--- config.mk ---
export PLATFORM = sky130hd
export DESIGN_NAME = axi4_write_response_sequencer
export DESIGN_NICKNAME = d
export VERILOG_FILES = /design/src/rtl/axi4_write_response_sequencer.sv
export SDC_FILE = /design/constraint.sdc
export NUM_CORES = 1
export LEC_CHECK = 0
export CELL_PAD_IN_SITES_DETAIL_PLACEMENT = 2
export CELL_PAD_IN_SITES_GLOBAL_PLACEMENT = 2
export CORE_MARGIN = 2
export CORE_UTILIZATION = 25
export CTS_CLUSTER_DIAMETER = 30
export DETAILED_ROUTE_END_ITERATION = 6
export GPL_TIMING_DRIVEN = 0
export PLACE_DENSITY = 0.57
export SYNTH_ARGS = -nofsm -noshare
export SYNTH_HDL_FRONTEND = slang
export SYNTH_SLANG_ARGS = --single-unit
--- constraint.sdc ---
create_clock -name clock -period 6.5 [get_ports clock]
set_input_delay 0.975 -clock clock [delete_from_list [all_inputs] [get_ports clock]]
set_output_delay 0.975 -clock clock [all_outputs]
set_load 0.005 [all_outputs]
--- src/rtl/axi4_write_response_sequencer.sv ---
// Slave-side AXI4 write-response generator: queues AW IDs in order, retires one
// burst per w_last beat into a single-stage B register, and tracks per-ID outstanding bursts.
module axi4_write_response_sequencer #(
    parameter int FIFO_DEPTH = 4,
    parameter int CNT_W      = $clog2(FIFO_DEPTH + 2)
) (
    input  logic       clock,
    input  logic       reset,
    input  logic       aw_valid,
    output logic       aw_ready,
    input  logic [3:0] aw_id,
    input  logic       w_valid,
    output logic       w_ready,
    input  logic       w_last,
    output logic       b_valid,
    input  logic       b_ready,
    output logic [3:0] b_id,
    output logic [1:0] b_resp,
    output logic [7:0] id_pending,
    output logic       illegal_id_seen
);

    localparam int PTR_W = $clog2(FIFO_DEPTH);

    logic [4:0]       q_mem_q [FIFO_DEPTH];
    logic [PTR_W-1:0] wr_ptr_q, rd_ptr_q;
    logic [PTR_W:0]   count_q, count_d;
    logic             b_valid_q;
    logic [3:0]       b_id_q;
    logic [1:0]       b_resp_q;
    logic             illegal_q;
    logic [CNT_W-1:0] cnt_q [8];

    logic       full, empty;
    logic       aw_fire, w_fire, last_fire, b_fire;
    logic [4:0] head;
    logic [7:0] inc, dec;

    assign full  = (count_q == (PTR_W+1)'(FIFO_DEPTH));
    assign empty = (count_q == '0);
    assign head  = q_mem_q[rd_ptr_q];

    // Readiness depends on registered state only; no same-cycle AW-to-W or pop-to-AW bypass.
    assign aw_ready = !full && !reset;
    assign w_ready  = !empty && (!b_valid_q || b_ready) && !reset;

    assign aw_fire   = aw_valid && aw_ready;
    assign w_fire    = w_valid && w_ready;
    assign last_fire = w_fire && w_last;
    assign b_fire    = b_valid_q && b_ready;

    always_comb begin
        count_d = count_q;
        case ({aw_fire, last_fire})
            2'b10:   count_d = count_q + (PTR_W+1)'(1);
            2'b01:   count_d = count_q - (PTR_W+1)'(1);
            default: count_d = count_q;
        endcase
    end

    always_ff @(posedge clock) begin
        if (aw_fire) begin
            q_mem_q[wr_ptr_q] <= {aw_id, aw_id[3]};
        end
    end

    always_ff @(posedge clock or posedge reset) begin
        if (reset) begin
            wr_ptr_q  <= '0;
            rd_ptr_q  <= '0;
            count_q   <= '0;
            b_valid_q <= 1'b0;
            b_id_q    <= '0;
            b_resp_q  <= '0;
            illegal_q <= 1'b0;
        end else begin
            count_q <= count_d;
            if (aw_fire) begin
                wr_ptr_q <= wr_ptr_q + PTR_W'(1);
                if (aw_id[3]) begin
                    illegal_q <= 1'b1;
                end
            end
            if (last_fire) begin
                rd_ptr_q  <= rd_ptr_q + PTR_W'(1);
                b_valid_q <= 1'b1;
                b_id_q    <= head[4:1];
                b_resp_q  <= head[0] ? 2'b11 : 2'b00;
            end else if (b_fire) begin
                b_valid_q <= 1'b0;
            end
        end
    end

    // IDs 8-15 never touch the counters, so they stay invisible in id_pending.
    always_comb begin
        inc = '0;
        dec = '0;
        if (aw_fire && !aw_id[3]) begin
            inc[aw_id[2:0]] = 1'b1;
        end
        if (b_fire && !b_id_q[3]) begin
            dec[b_id_q[2:0]] = 1'b1;
        end
    end

    always_ff @(posedge clock or posedge reset) begin
        if (reset) begin
            for (int i = 0; i < 8; i++) begin
                cnt_q[i] <= '0;
            end
        end else begin
            for (int i = 0; i < 8; i++) begin
                if (inc[i] && !dec[i]) begin
                    cnt_q[i] <= cnt_q[i] + CNT_W'(1);
                end else if (dec[i] && !inc[i]) begin
                    cnt_q[i] <= cnt_q[i] - CNT_W'(1);
                end
            end
        end
    end

    always_comb begin
        id_pending = '0;
        for (int i = 0; i < 8; i++) begin
            id_pending[i] = (cnt_q[i] != '0);
        end
    end

    assign b_valid         = b_valid_q;
    assign b_id            = b_id_q;
    assign b_resp          = b_resp_q;
    assign illegal_id_seen = illegal_q;

endmodule

==> run metrics, run 1 <==
PD cells=390.9 mW/mm2; share of cells above drive strength 1=13.39%; Crit path max-delay family=buffers and inverters; fmax=296.8 MHz; Synthesized Nets=236; DR iter-0 viols=28; initial antenna violation count=0; CTS tree=yes; vias per cell=4.208; Peak supply drop=0.08609 mV; Yosys Warn Count=0; slew margin rel.=45.49%; fin crit period=3370 ps; placement row count=37; startpoint types=input pin; metal2 WL=2525 um; Worst Slack Setup Final=3130 ps; P&R area growth vs syn=20.34%; Leakage=0.001307 uW; sequential-to-total area share from yosys stat=52.33%; setup bufs post-CTS=0; final hold vios=0; Synth cell types=30; total number of vias=1,578; drt first pass iters=2; worst slack, placed=2827 ps; Inserted Clock Buffers=5; Die H=107.7 um; vias in the first global route=1,807; ANT cells=0; Final setup viols=0; Clock Path Buffers=2; Tcrit/Tclk final=51.84%; die width=107.7 um; met3 WL post-DR=211 um; first-pass GRT wire length=9522 um; status=complete, no violations; critical path, cell by cell=clkdlybuf4s50_1, and2b_1, nor3_1, clkdlybuf4s50_1; Port Buffers=27; GRT Resource Usage Total=10.70%; max_cap viols=0; die area=0.01160 mm2; total grt overflow=0; clk slew on worst S/H paths=100 ps; crit-path max FO=4; Worst path max stage delay=530 ps; Critical Path Slowest Stage Cell=clkdlybuf4s50_1; register bit count reported by yosys=53; total I/O pin count=28; CTS resizes=0; Post-Syn Instances=204; Critical Path RT=5520 ps; hpwl dp=4160 um; worst path arrival time=2390 ps; clock sink count=53; Syn Std Cell Area=0.002688 mm2; Buffers & Inverters on Critical Path=2; crit path capture type=output port; worst min path class=reg2reg; hold_buf cts=0; mean routed wirelength per cell=14.73 um; Placer Congestion=0.7113; H-tree lvl count=2; WS Path Type=in2out; Routed Antenna Nets=0; core area=0.01037 mm2; Root Buffer=clkbuf_8; Top Metal Used=met4; sum of negative setup slack=0 ps; Clock Skew=9.339 ps; DRC Markers=0; unrepaired setup endpoints after global routing=no; Worst-Margin Slew=816.5 ps; Final Net Count=270; worst skew pair latency=310 ps; Most common cell on crit path=clkdlybuf4s50_1; initial core utilization=25.92%; drt total wl=5524 um; Final Slew Violations=0; M1 wire length=2686 um; Syn Area/Cell=13.17 um2; largest net degree at the start of global routing=38
-- worst register-to-register path: stages (launching register included) --
cell and delay [ps]:
dfrtp_1 450, nor2_1 100, a211oi_2 390, inv_1 210, nor3_1 310, ha_1 240, inv_1 60, fa_1 370
xor2_1 170, nor2_1 120, xor2_1 150
-- layout by cell type (no fill, tap or decap), types with 2 or more instances in the layout --
master / count
and2_1: 4
and3_1: 4
buf_2: 2
buf_4: 2
clkbuf_8: 5
clkdlybuf4s50_1: 27
dfrtp_1: 37
edfxtp_1: 16
fa_1: 9
ha_1: 13
inv_1: 16
mux2_2: 13
mux4_2: 4
nand2_1: 9
nand3_1: 3
nor2_1: 12
nor2b_1: 2
nor3_1: 7
nor3b_1: 2
or3_1: 8
xnor2_1: 10
xor2_1: 20
-- Yosys cell counts --
cell type  count  share of area (%)
dfrtp_1       37                 34
xor2_1        20                6.5
inv_1         17                2.4
edfxtp_1      16                 18
ha_1          13                6.1
mux2_2        13                5.4
nor2_1        12                1.7
xnor2_1       10                3.3
fa_1           9                6.7
nand2_1        9                1.3
or3_1          8                1.9
nor3_1         7                1.3
and2_1         4               0.93
and3_1         4               0.93
mux4_2         4                3.4
nand3_1        3               0.56
buf_2          2               0.37
buf_4          2               0.56
nor2b_1        2               0.47
nor3b_1        2               0.56
a211oi_2       1               0.47
a21o_1         1               0.28
a21oi_1        1               0.19
and2b_1        1               0.28
mux2i_1        1               0.37
nand3b_1       1               0.28
nor3_2         1               0.37
nor4_1         1               0.23
nor4_4         1               0.79
or2_2          1               0.23
-- sequential cells by signal, summed over array words and instances, names as in the netlist --
| signal | count |
|---|---|
| b_valid | 1 |
| wr_ptr_q | 2 |
| count_q | 3 |
| illegal_id_seen | 1 |
| q_mem_q | 16 |
| b_id | 3 |
| b_resp | 1 |
| cnt_q | 24 |
| rd_ptr_q | 2 |
-- final timing paths --
path	start	cells after the start	slack, ps	to
worst max-delay path	b_ready	4	3130	w_ready
worst min register to register	cnt_q[17]$_DFFE_PP0P_	1	470	cnt_q[17]$_DFFE_PP0P_
min in group asynchronous	reset	2	1360	count_q[2]$_DFFE_PP0P_
worst min-delay path	cnt_q[17]$_DFFE_PP0P_	1	470	cnt_q[17]$_DFFE_PP0P_
worst max register to register	count_q[0]$_DFFE_PP0P_	10	3860	cnt_q[2]$_DFFE_PP0P_
max in group asynchronous	reset	2	4630	cnt_q[21]$_DFFE_PP0P_
-- where the power goes --
group / leakage, uW / switching, uW / total [uW] / internal [uW]
Clock: 0.0000528 / 113 / 227 / 114
Sequential: 0.000592 / 124 / 589 / 465
Combinational: 0.000662 / 172 / 448 / 276
-- per-stage QoR --
step / instance area (um2) / utilization, % / hold WS (ps) / cells / power [uW]
final: 3234 / 31.19 / 465.4 / 375 / 1264
after global placement: 3128 / 30.16 / 449.1 / 367 / 1037
after global routing: 3234 / 31.19 / 500.4 / 375 / 1377
after floorplan: 2688 / - / 435.2 / 204 / 853.6
after CTS: 3234 / 31.19 / 472.4 / 375 / 1296
after detailed placement: 3128 / 30.16 / 455.2 / 367 / 1059
-- routing by layer --
layer,up-vias,GRT usage (%)
met4,0,3.846
met1,794,14.42
li1,749,-
met2,28,16.85
met3,7,2.421
met5,-,0
-- kinds of logic after synthesis --
family          Yosys count  synth area share [%]
simple gates             57                 11.73
flops                    53                 52.33
fa+ha+maj                22                 12.76
mux                      18                 9.171
xor+xnor                 30                 9.776
buf+inv                  21                 3.305
compound gates            3                0.9309
-- cell type report --
class,count,area [um2]
multi-input cells,130,1192
fillers,1123,7136
clock inverters,2,33.78
inverters,17,63.81
well taps,136,170.2
plain buffers,4,25.02
clock buffers,6,72.57
repair buffers,27,270.3
flip-flops and latches,53,1406
Power figures use the tool's default switching activity.
==> inputs of run 2 (changes only) <==
Settings changed: PLACE_DENSITY 0.57 to 0.59.
Clock period 6.5 ns to 3 ns, I/O delays scaled along.
==> run 2 against run 1 <==
Compared with the run above:
- total power increased by 110%
- count of clock-buffer cells in the layout increased by 1
- sequential power increased by 120%
- critical endpoint is now cnt_q[2]$_DFFE_PP0P_
- combinational power increased by 120%
==> run metrics, run 2 (synthesis gave the netlist of run 1 again) <==
status=complete, no violations; die width=107.7 um (unchanged); Final setup viols=0 (unchanged); worst skew pair latency=310 ps (about the same); Reg-to-Reg End=cnt_q[2]$_DFFE_PP0P_; slew margin rel.=45.15% (-0.34 points); initial core utilization=25.92% (unchanged); Worst Slack Setup Final=291.1 ps (-2839 ps); placed cells=367 (unchanged); total I/O pin count=28 (unchanged); fmax=369.2 MHz; DR iter-0 viols=42 (+50%); largest net degree at the start of global routing=38 (unchanged); Hold Path Depth=1 (unchanged); Layout fillers=1,106 (-1.5%); CTS tree=yes; hpwl dp=4295 um (+3.3%); Cell Area, Placed=0.003128 mm2 (unchanged); hold_buf cts=0 (unchanged); worst min path class=reg2reg; Leakage=0.001293 uW (-1.0%); reg2reg setup slack=420 ps (-3440 ps); Clock Path Buffers=2 (unchanged); first-pass GRT wire length=9508 um (-0.15%); hold_sp=cnt_q[5]$_DFFE_PP0P_; fin crit period=2709 ps; Clock Skew=8.955 ps (-0.3844 ps); Routed Antenna Nets=0 (unchanged); initial antenna violation count=0 (unchanged); max_cap viols=0 (unchanged); Inserted Clock Buffers=5 (unchanged); commonest cells after routing, fill and taps aside=dfrtp_1 (37), clkdlybuf4s50_1 (27), xor2_1 (20); drt total wl=5639 um (+2.1%); biggest regs=cnt_q x24, q_mem_q x16; DRC Markers=0 (unchanged); ANT cells=0 (unchanged); Tcrit/Tclk final=90.30%; Fin Hold WS=464.7 ps (-0.6470 ps); WHS Endpoint=cnt_q[5]$_DFFE_PP0P_; Placer Congestion=0.7000 (-1.6%); Die H=107.7 um (unchanged); clock sink count=53 (unchanged); commonest non-fill, non-tap cell in the layout=dfrtp_1; Critical Path RT=3240 ps (-2280 ps); P&R area growth vs syn=19.79%; drt first pass iters=4 (+2); WS Path Type=in2reg; fin cells=375 (unchanged); Largest register FFs=24 (unchanged); clk slew on worst S/H paths=90 ps (about the same); H-tree lvl count=2 (unchanged); crit-path max FO=6 (+2); share of cells above drive strength 1=13.39% (unchanged); Peak supply drop=0.2201 mV (+160%); worst path arrival time=2940 ps (+550 ps); final core utilization=31.04% (-0.14 points); PD cells=830.2 mW/mm2 (+110%); Largest Register=cnt_q; vias in the first global route=1,845 (+2.1%); Root Buffer=clkbuf_8; crit path capture type=flop; startpoint types=input pin; Final Slew Violations=0 (unchanged); final hold vios=0 (unchanged); GRT Resource Usage Total=10.72% (+0.017 points); total grt overflow=0 (unchanged); total number of vias=1,592 (+0.89%); core area=0.01037 mm2 (unchanged); worst slack, placed=-132.6 ps (-2960 ps); vias per cell=4.245 (+0.89%); reg2reg path depth=10 (unchanged); Final Net Count=270 (unchanged); Worst-Margin Slew=821.6 ps (+5.053 ps); placement row count=37 (unchanged); unrepaired setup endpoints after global routing=no; post-route design area=0.003219 mm2 (-0.46%); reg2reg start=count_q[0]$_DFFE_PP0P_; mean routed wirelength per cell=15.04 um (+2.1%); Port Buffers=27 (unchanged); die area=0.01160 mm2 (unchanged)
## run 2: changes by cell type in the layout (fill, tap and decap cells not counted)
cell        delta
a211oi_2       -1
a211oi_4       +1
bufinv_16      -1
clkbuf_1       +1
clkinv_1       -1
clkinvlp_4     +1
## run 2: final cells by class
type	instances	area (um2)	share of cell area, %
sequential	53	1406	43.68
multi-input combinational	130	1200	37.27
timing repair buffer	27	270.3	8.395
tap	136	170.2	5.286
clock buffer	7	76.32	2.371
inverter	17	63.81	1.982
buffer	4	25.02	0.7773
clock inverter	1	7.507	0.2332
## run 2: how the worst max path moves through the flow
stage | start | end | slack [ps] | depth (start not counted)
after detailed placement | reset | cnt_q[2]$_DFFE_PP0P_ | -130 | 10
after global routing | reset | cnt_q[17]$_DFFE_PP0P_ | 40 | 10
final | reset | cnt_q[2]$_DFFE_PP0P_ | 290 | 10
after floorplan | b_ready | count_q[2]$_DFFE_PP0P_ | 840 | 8
after global placement | reset | cnt_q[2]$_DFFE_PP0P_ | -90 | 10
after CTS | reset | cnt_q[2]$_DFFE_PP0P_ | 200 | 10
## run 2: per-stage QoR
| step | setup TNS (ps) | total power (uW) |
|---|---|---|
| 6_report | 0 | 2673 |
| 5_1_grt | 0 | 2921 |
| 4_1_cts | 0 | 2742 |
| 3_5_place_dp | -667.4 | 2307 |
| 3_3_place_gp | -251.0 | 2240 |
| 2_1_floorplan | 0 | 1849 |
## run 2: worst max-delay path, stage by stage
cell and delay (ps):
clkdlybuf4s50_1 580, a211oi_4 310, inv_1 190, nor3_1 320, ha_1 240, inv_1 60
fa_1 370, xor2_1 170, nor2_1 110, xor2_1 150
## run 2: layer usage
| layer | track usage [%] | vias to the layer above | part of all wire (%) |
|---|---|---|---|
| met4 | 3.571 | 0 | 1.6 |
| li1 | - | 750 | - |
| met3 | 2.240 | 5 | 3.6 |
| met5 | 0 | - | 0 |
| met1 | 14.06 | 808 | 46 |
| met2 | 17.61 | 29 | 49 |
## run 2: timing repair
action,CTS,global route
buffers inserted,0,0
resized for setup,0,1
setup endpoints to repair,0,2
## run 2: where the power goes
part | internal, uW | total (uW) | switching [uW] | leakage, uW
logic | 603 | 990 | 386 | 0.000663
clock network | 166 | 409 | 243 | 0.0000385
registers | 1010 | 1270 | 267 | 0.000592
total | 1780 | 2670 | 896 | 0.00129
